--- config.mk ---
export PLATFORM = sky130hd
export DESIGN_NAME = uart_tx_buffered
export DESIGN_NICKNAME = d
export VERILOG_FILES = /design/src/rtl/uart_pkg.sv /design/src/rtl/uart_fifo.sv /design/src/rtl/uart_tx_buffered.sv
export SDC_FILE = /design/constraint.sdc
export NUM_CORES = 1
export LEC_CHECK = 0
export BUFFER_PORTS_ARGS = -buffer_cell sky130_fd_sc_hd__buf_2
export CAP_MARGIN = 20
export CORE_ASPECT_RATIO = 0.5
export CORE_UTILIZATION = 55
export CTS_CLUSTER_SIZE = 8
export DETAILED_ROUTE_END_ITERATION = 6
export PLACE_DENSITY = 0.81
export SYNTH_ARGS = -nofsm -noshare
export SYNTH_HDL_FRONTEND = slang
export SYNTH_SLANG_ARGS = --single-unit
--- constraint.sdc ---
create_clock -name clk -period 7.2 [get_ports clk]
set_input_delay 1.44 -clock clk [delete_from_list [all_inputs] [get_ports clk]]
set_output_delay 1.44 -clock clk [all_outputs]
set_load 0.005 [all_outputs]
--- src/rtl/uart_pkg.sv ---
// Shared UART definitions: FSM state encoding, frame levels and parity mode.
// No logic; imported by the transmitter, its FIFO and the matching receiver.
// Ports: none.
package uart_pkg;

  typedef enum logic [2:0] {
    IDLE   = 3'd0,
    START  = 3'd1,
    DATA   = 3'd2,
    PARITY = 3'd3,
    STOP   = 3'd4
  } uart_state_t;

  localparam int   DATA_BITS   = 8;
  localparam logic START_LEVEL = 1'b0;
  localparam logic STOP_LEVEL  = 1'b1;
  localparam logic IDLE_LEVEL  = 1'b1;

  typedef enum logic {
    PAR_EVEN = 1'b0,
    PAR_ODD  = 1'b1
  } parity_mode_t;

  localparam parity_mode_t PARITY_MODE = PAR_EVEN;

  // Parity bit that makes the data+parity ones count match PARITY_MODE.
  function automatic logic calc_parity(input logic [DATA_BITS-1:0] d);
    return (^d) ^ (PARITY_MODE == PAR_ODD);
  endfunction

endpackage

--- src/rtl/uart_fifo.sv ---
// Byte FIFO, DEPTH entries, registered count; head visible combinationally on dout.
// Latency: written byte is at dout the cycle after the write when the FIFO was empty.
// Backpressure: writes while full and reads while empty are ignored.
// Ports: clk, rst_n, wr_en/din (push), rd_en/dout (pop), full, empty, count.
module uart_fifo
  import uart_pkg::*;
#(
  parameter int DEPTH = 4,
  parameter int AW    = 2
) (
  input  logic                 clk,
  input  logic                 rst_n,
  input  logic                 wr_en,
  input  logic [DATA_BITS-1:0] din,
  input  logic                 rd_en,
  output logic [DATA_BITS-1:0] dout,
  output logic                 full,
  output logic                 empty,
  output logic [AW:0]          count
);

  localparam logic [AW:0] FULL_CNT = (AW+1)'(DEPTH);

  logic [DATA_BITS-1:0] mem [DEPTH];
  logic [AW-1:0]        wr_ptr;
  logic [AW-1:0]        rd_ptr;
  logic                 do_wr;
  logic                 do_rd;

  assign full  = (count == FULL_CNT);
  assign empty = (count == '0);
  assign do_wr = wr_en & ~full;
  assign do_rd = rd_en & ~empty;
  assign dout  = mem[rd_ptr];

  // Pointers are AW bits wide so they wrap modulo DEPTH by themselves.
  always_ff @(posedge clk or negedge rst_n) begin
    if (!rst_n) begin
      wr_ptr <= '0;
      rd_ptr <= '0;
      count  <= '0;
    end else begin
      if (do_wr) wr_ptr <= wr_ptr + 1'b1;
      if (do_rd) rd_ptr <= rd_ptr + 1'b1;
      case ({do_wr, do_rd})
        2'b10:   count <= count + 1'b1;
        2'b01:   count <= count - 1'b1;
        default: count <= count;
      endcase
    end
  end

  always_ff @(posedge clk) begin
    if (do_wr) mem[wr_ptr] <= din;
  end

endmodule

--- src/rtl/uart_tx_buffered.sv ---
// Buffered UART transmitter: FIFO of bytes, each sent as start, 8 data LSB first, even parity, stop.
// Latency: write at N into empty/idle -> pop at N+1, tx low at N+2; frame is 11*CLKS_PER_BIT cycles.
// Backpressure: full blocks writes; a write while full is dropped and sets sticky overflow.
// Ports: clk, rst_n, wr_en/data_in (byte in), full, empty, overflow/clr_overflow, tx (serial), busy.
module uart_tx_buffered
  import uart_pkg::*;
#(
  parameter int CLKS_PER_BIT = 16,
  parameter int DEPTH        = 4,
  parameter int AW           = 2
) (
  input  logic                 clk,
  input  logic                 rst_n,
  input  logic                 wr_en,
  input  logic [DATA_BITS-1:0] data_in,
  output logic                 full,
  output logic                 empty,
  output logic                 overflow,
  input  logic                 clr_overflow,
  output logic                 tx,
  output logic                 busy
);

  localparam int          BW        = (CLKS_PER_BIT > 1) ? $clog2(CLKS_PER_BIT) : 1;
  localparam logic [BW-1:0] BAUD_LAST = BW'(CLKS_PER_BIT - 1);
  localparam logic [2:0]  LAST_BIT  = 3'(DATA_BITS - 1);

  uart_state_t          state_q, state_d;
  logic [BW-1:0]        baud_q, baud_d;
  logic [2:0]           bit_q, bit_d;
  logic [DATA_BITS-1:0] shift_q, shift_d;
  logic                 par_q, par_d;
  logic                 tx_q, tx_d;
  logic                 ovf_q;
  logic                 pop;
  logic                 baud_end;
  logic [DATA_BITS-1:0] fifo_dout;
  logic [AW:0]          fifo_count;

  uart_fifo #(
    .DEPTH (DEPTH),
    .AW    (AW)
  ) u_fifo (
    .clk   (clk),
    .rst_n (rst_n),
    .wr_en (wr_en),
    .din   (data_in),
    .rd_en (pop),
    .dout  (fifo_dout),
    .full  (full),
    .empty (empty),
    .count (fifo_count)
  );

  assign baud_end = (baud_q == BAUD_LAST);

  always_comb begin
    state_d = state_q;
    baud_d  = baud_q;
    bit_d   = bit_q;
    shift_d = shift_q;
    par_d   = par_q;
    pop     = 1'b0;

    if (state_q != IDLE) baud_d = baud_end ? '0 : baud_q + 1'b1;

    case (state_q)
      IDLE: begin
        if (!empty) begin
          pop     = 1'b1;
          shift_d = fifo_dout;
          par_d   = calc_parity(fifo_dout);
          baud_d  = '0;
          state_d = START;
        end
      end
      START: begin
        if (baud_end) begin
          bit_d   = '0;
          state_d = DATA;
        end
      end
      DATA: begin
        if (baud_end) begin
          shift_d = shift_q >> 1;
          bit_d   = bit_q + 1'b1;
          if (bit_q == LAST_BIT) state_d = PARITY;
        end
      end
      PARITY: begin
        if (baud_end) state_d = STOP;
      end
      STOP: begin
        // Chain straight into the next frame so queued bytes leave with no idle gap.
        if (baud_end) begin
          if (!empty) begin
            pop     = 1'b1;
            shift_d = fifo_dout;
            par_d   = calc_parity(fifo_dout);
            state_d = START;
          end else begin
            state_d = IDLE;
          end
        end
      end
      default: state_d = IDLE;
    endcase

    // Line level is decoded from the next state and registered, keeping tx glitch-free
    // and making it change on the same edge as the state.
    case (state_d)
      START:   tx_d = START_LEVEL;
      DATA:    tx_d = shift_d[0];
      PARITY:  tx_d = par_d;
      STOP:    tx_d = STOP_LEVEL;
      default: tx_d = IDLE_LEVEL;
    endcase
  end

  always_ff @(posedge clk or negedge rst_n) begin
    if (!rst_n) begin
      state_q <= IDLE;
      baud_q  <= '0;
      bit_q   <= '0;
      shift_q <= '0;
      par_q   <= 1'b0;
      tx_q    <= IDLE_LEVEL;
    end else begin
      state_q <= state_d;
      baud_q  <= baud_d;
      bit_q   <= bit_d;
      shift_q <= shift_d;
      par_q   <= par_d;
      tx_q    <= tx_d;
    end
  end

  // A dropped write wins over a clear in the same cycle.
  always_ff @(posedge clk or negedge rst_n) begin
    if (!rst_n)              ovf_q <= 1'b0;
    else if (wr_en && full)  ovf_q <= 1'b1;
    else if (clr_overflow)   ovf_q <= 1'b0;
  end

  assign tx       = tx_q;
  assign overflow = ovf_q;
  assign busy     = (state_q != IDLE) | (fifo_count != '0);

endmodule

==> reports/results.ini <==
[outcome]
status=completed

[cells_and_area]
drive_gt1_frac=0.2160
area_growth_pct=11.78
multi_input_area_um2=903.4
finish.utilization=0.6576
ff_latch_area_mm2=0.001663
nNetsFinal=229
diodes=0
fillers=300

[floorplan]
core_mm2=0.004531
die_y_um=51.22
die_w_um=100.4
die_area_mm2=0.005145
core.rowCount=17
initial_utilization=0.5882
io_pins=17

[sta]
fin_skew_ns=0.008982
rsz0062_at_grt=no
worstMarginPinSlew_ns=0.6068
relSlewSlack=0.5955
fmax_mhz=319.6
fin_setup_tns_ns=0
setup_violations=0
fin_crit_sh=0.4346
hold_violations=0
timing.final.max_slew_violations=0
period_minus_slack_ns=3.129

[synthesis]
yosysUniqueCellTypes=40
synth.cell_area_mm2=0.002665
yosysMostFrequentCell=edfxtp_1
yosys.area.top_type_share=0.3606
ys_seq_elements=60
synth_edf_count=32
synth_top_area_cell=edfxtp_1
synth_common_cells=edfxtp_1 (32), dfrtp_1 (27), inv_1 (16)
synthArstFlopShare=0.4667
avgSynthCellArea_um2=14.25
yosysSeqAreaShare=0.6239
yosysWarningCount=0
netlist_instances=187
synth_top_flop_cell=edfxtp_1
syn_nets=208
synth.area.top_cells=edfxtp_1 (36%), dfrtp_1 (25%), mux4_2 (6.8%)

[grt]
grt_pass1_vias=1516
grt_pass1_wl_mm=7.541
overflow=0
antenna_found_initial=0
track_usage=0.2083
grt_max_degree=29

[setup_path]
path_cells=nor3_1 -> and2_1 -> inv_1 -> buf_2
crit_family=simple AND/OR/NAND/NOR gates
cp_max_fo=15
regToRegSetupSlack_ns=4.52
cp_num_buf_inv=2
cpMaxStageDelayCell=dfrtp_1
cp-end-kind=output port
slowest_delay_ns=0.55
cp-start-kind=flop
crit_type=reg2out
cp.arrival_ns=1.69
cp.required_ns=5.76

[clocking]
insertion_delay_ns=0.34
htreeDepth=3
holdBufCountCts=0
cts_tree=done
path_clk_slew_ns=0.07
cts_buffers=9
cts.repair.resized=0
cts_sinks=60
post_cts_buffers=0
cts_root_buffer=clkbuf_8
clock_path_buffers=2

[detailed_routing]
viasPerCell=5.548
ant_nets=0
drt_pass1_iterations=4
wl_per_cell_um=15.89
routed_wl_mm=4.432
drt_drc_violations_left=0
vias=1548
drt_iter0_markers=158

[placement]
dpl.hpwl_mm=2.843
gp_congestion=0.7569
place.port_buffers=16

[pwr]
power_density_mw_per_mm2=434.5
worst_ir_drop_vdd_mv=0.1962
leakage_nw=1.185

[job]
drv_cap=0

[worst_hold_path]
hp-class=reg2reg

kinds of logic after synthesis:
logic type               Yosys count  share of synthesized area
adder cells (fa/ha/maj)           10                    0.04883
buffers and inverters             23                    0.03709
AO/OA/AOI/OAI                     33                    0.09249
AND/OR/NAND/NOR                   36                    0.07231
flip-flops                        60                     0.6239
XOR/XNOR                          14                    0.04601
multiplexers                      11                    0.07934
area by class of cell:
type                       instances  share of cell area
timing repair buffer              17             0.02940
sequential                        60              0.5582
inverter                          16             0.02016
tap                               66             0.02772
multi-input combinational        104              0.3032
clock buffer                       9             0.04158
clock inverter                     7             0.01974
power breakdown:
part	total, mW	switching, mW	leakage, nW	internal (mW)
Combinational	0.440	0.214	0.465	0.226
Sequential	0.579	0.103	0.634	0.476
Clock	0.276	0.147	0.0868	0.129
worst min-delay path: cells and delay by family, from the launching register on:
| kind | cells | cell delay, ns |
|---|---|---|
| buf+inv | 1 | 0.05 |
| flops | 1 | 0.35 |
| compound gates | 1 | 0.06 |
worst paths after layout:
| path | from | endpoint | depth (start not counted) |
|---|---|---|---|
| min in group asynchronous | rst_n | u_fifo.wr_ptr[1]$_DFFE_PN0P_ | 1 |
| setup reg to reg | baud_q[0]$_DFF_PN0_ | u_fifo.count[2]$_DFFE_PN0P_ | 10 |
| hold reg to reg | shift_q[3]$_DFFE_PN0P_ | shift_q[2]$_DFFE_PN0P_ | 2 |
| hold / removal | shift_q[3]$_DFFE_PN0P_ | shift_q[2]$_DFFE_PN0P_ | 2 |
| max in group asynchronous | rst_n | baud_q[1]$_DFF_PN0_ | 1 |
| setup / recovery | state_q[1]$_DFF_PN0_ | busy | 4 |
metal layers:
metal | vias to the layer above | track usage | part of all wire
li1 | 742 | - | -
met1 | 757 | 0.2815 | 0.48
met2 | 45 | 0.2979 | 0.45
met3 | 4 | 0.1026 | 0.068
met4 | 0 | 0.06280 | 0.0079
met5 | - | 0 | 0
state kept, by name, indices dropped and copies added (netlist names):
register       flops
tx                 1
bit_q              3
u_fifo.rd_ptr      2
shift_q            8
u_fifo.mem        32
u_fifo.wr_ptr      2
overflow           1
par_q              1
state_q            3
u_fifo.count       3
baud_q             4
layout by cell type (no fill, tap or decap), types with 7 or more instances in the layout:
cell type  instances
buf_2             16
clkbuf_8           9
xnor2_1           10
ha_1               8
mux4_2             8
dfrtp_1           27
nand2_1            8
inv_1             16
o21ai_0            7
nor2_1             9
edfxtp_1          32
stage by stage:
stage	cell area (µm²)	instances	hold slack, ns	worst slack, ns	power, mW
after global routing	2979	279	0.5344	3.920	1.392
after floorplan	2665	187	0.4551	4.407	0.9277
after CTS	2979	279	0.5007	4.057	1.306
final	2979	279	0.4989	4.071	1.294
after detailed placement	2796	263	0.4907	4.251	1.023
after global placement	2796	263	0.4817	4.338	0.9955
Power figures use the tool's default switching activity.
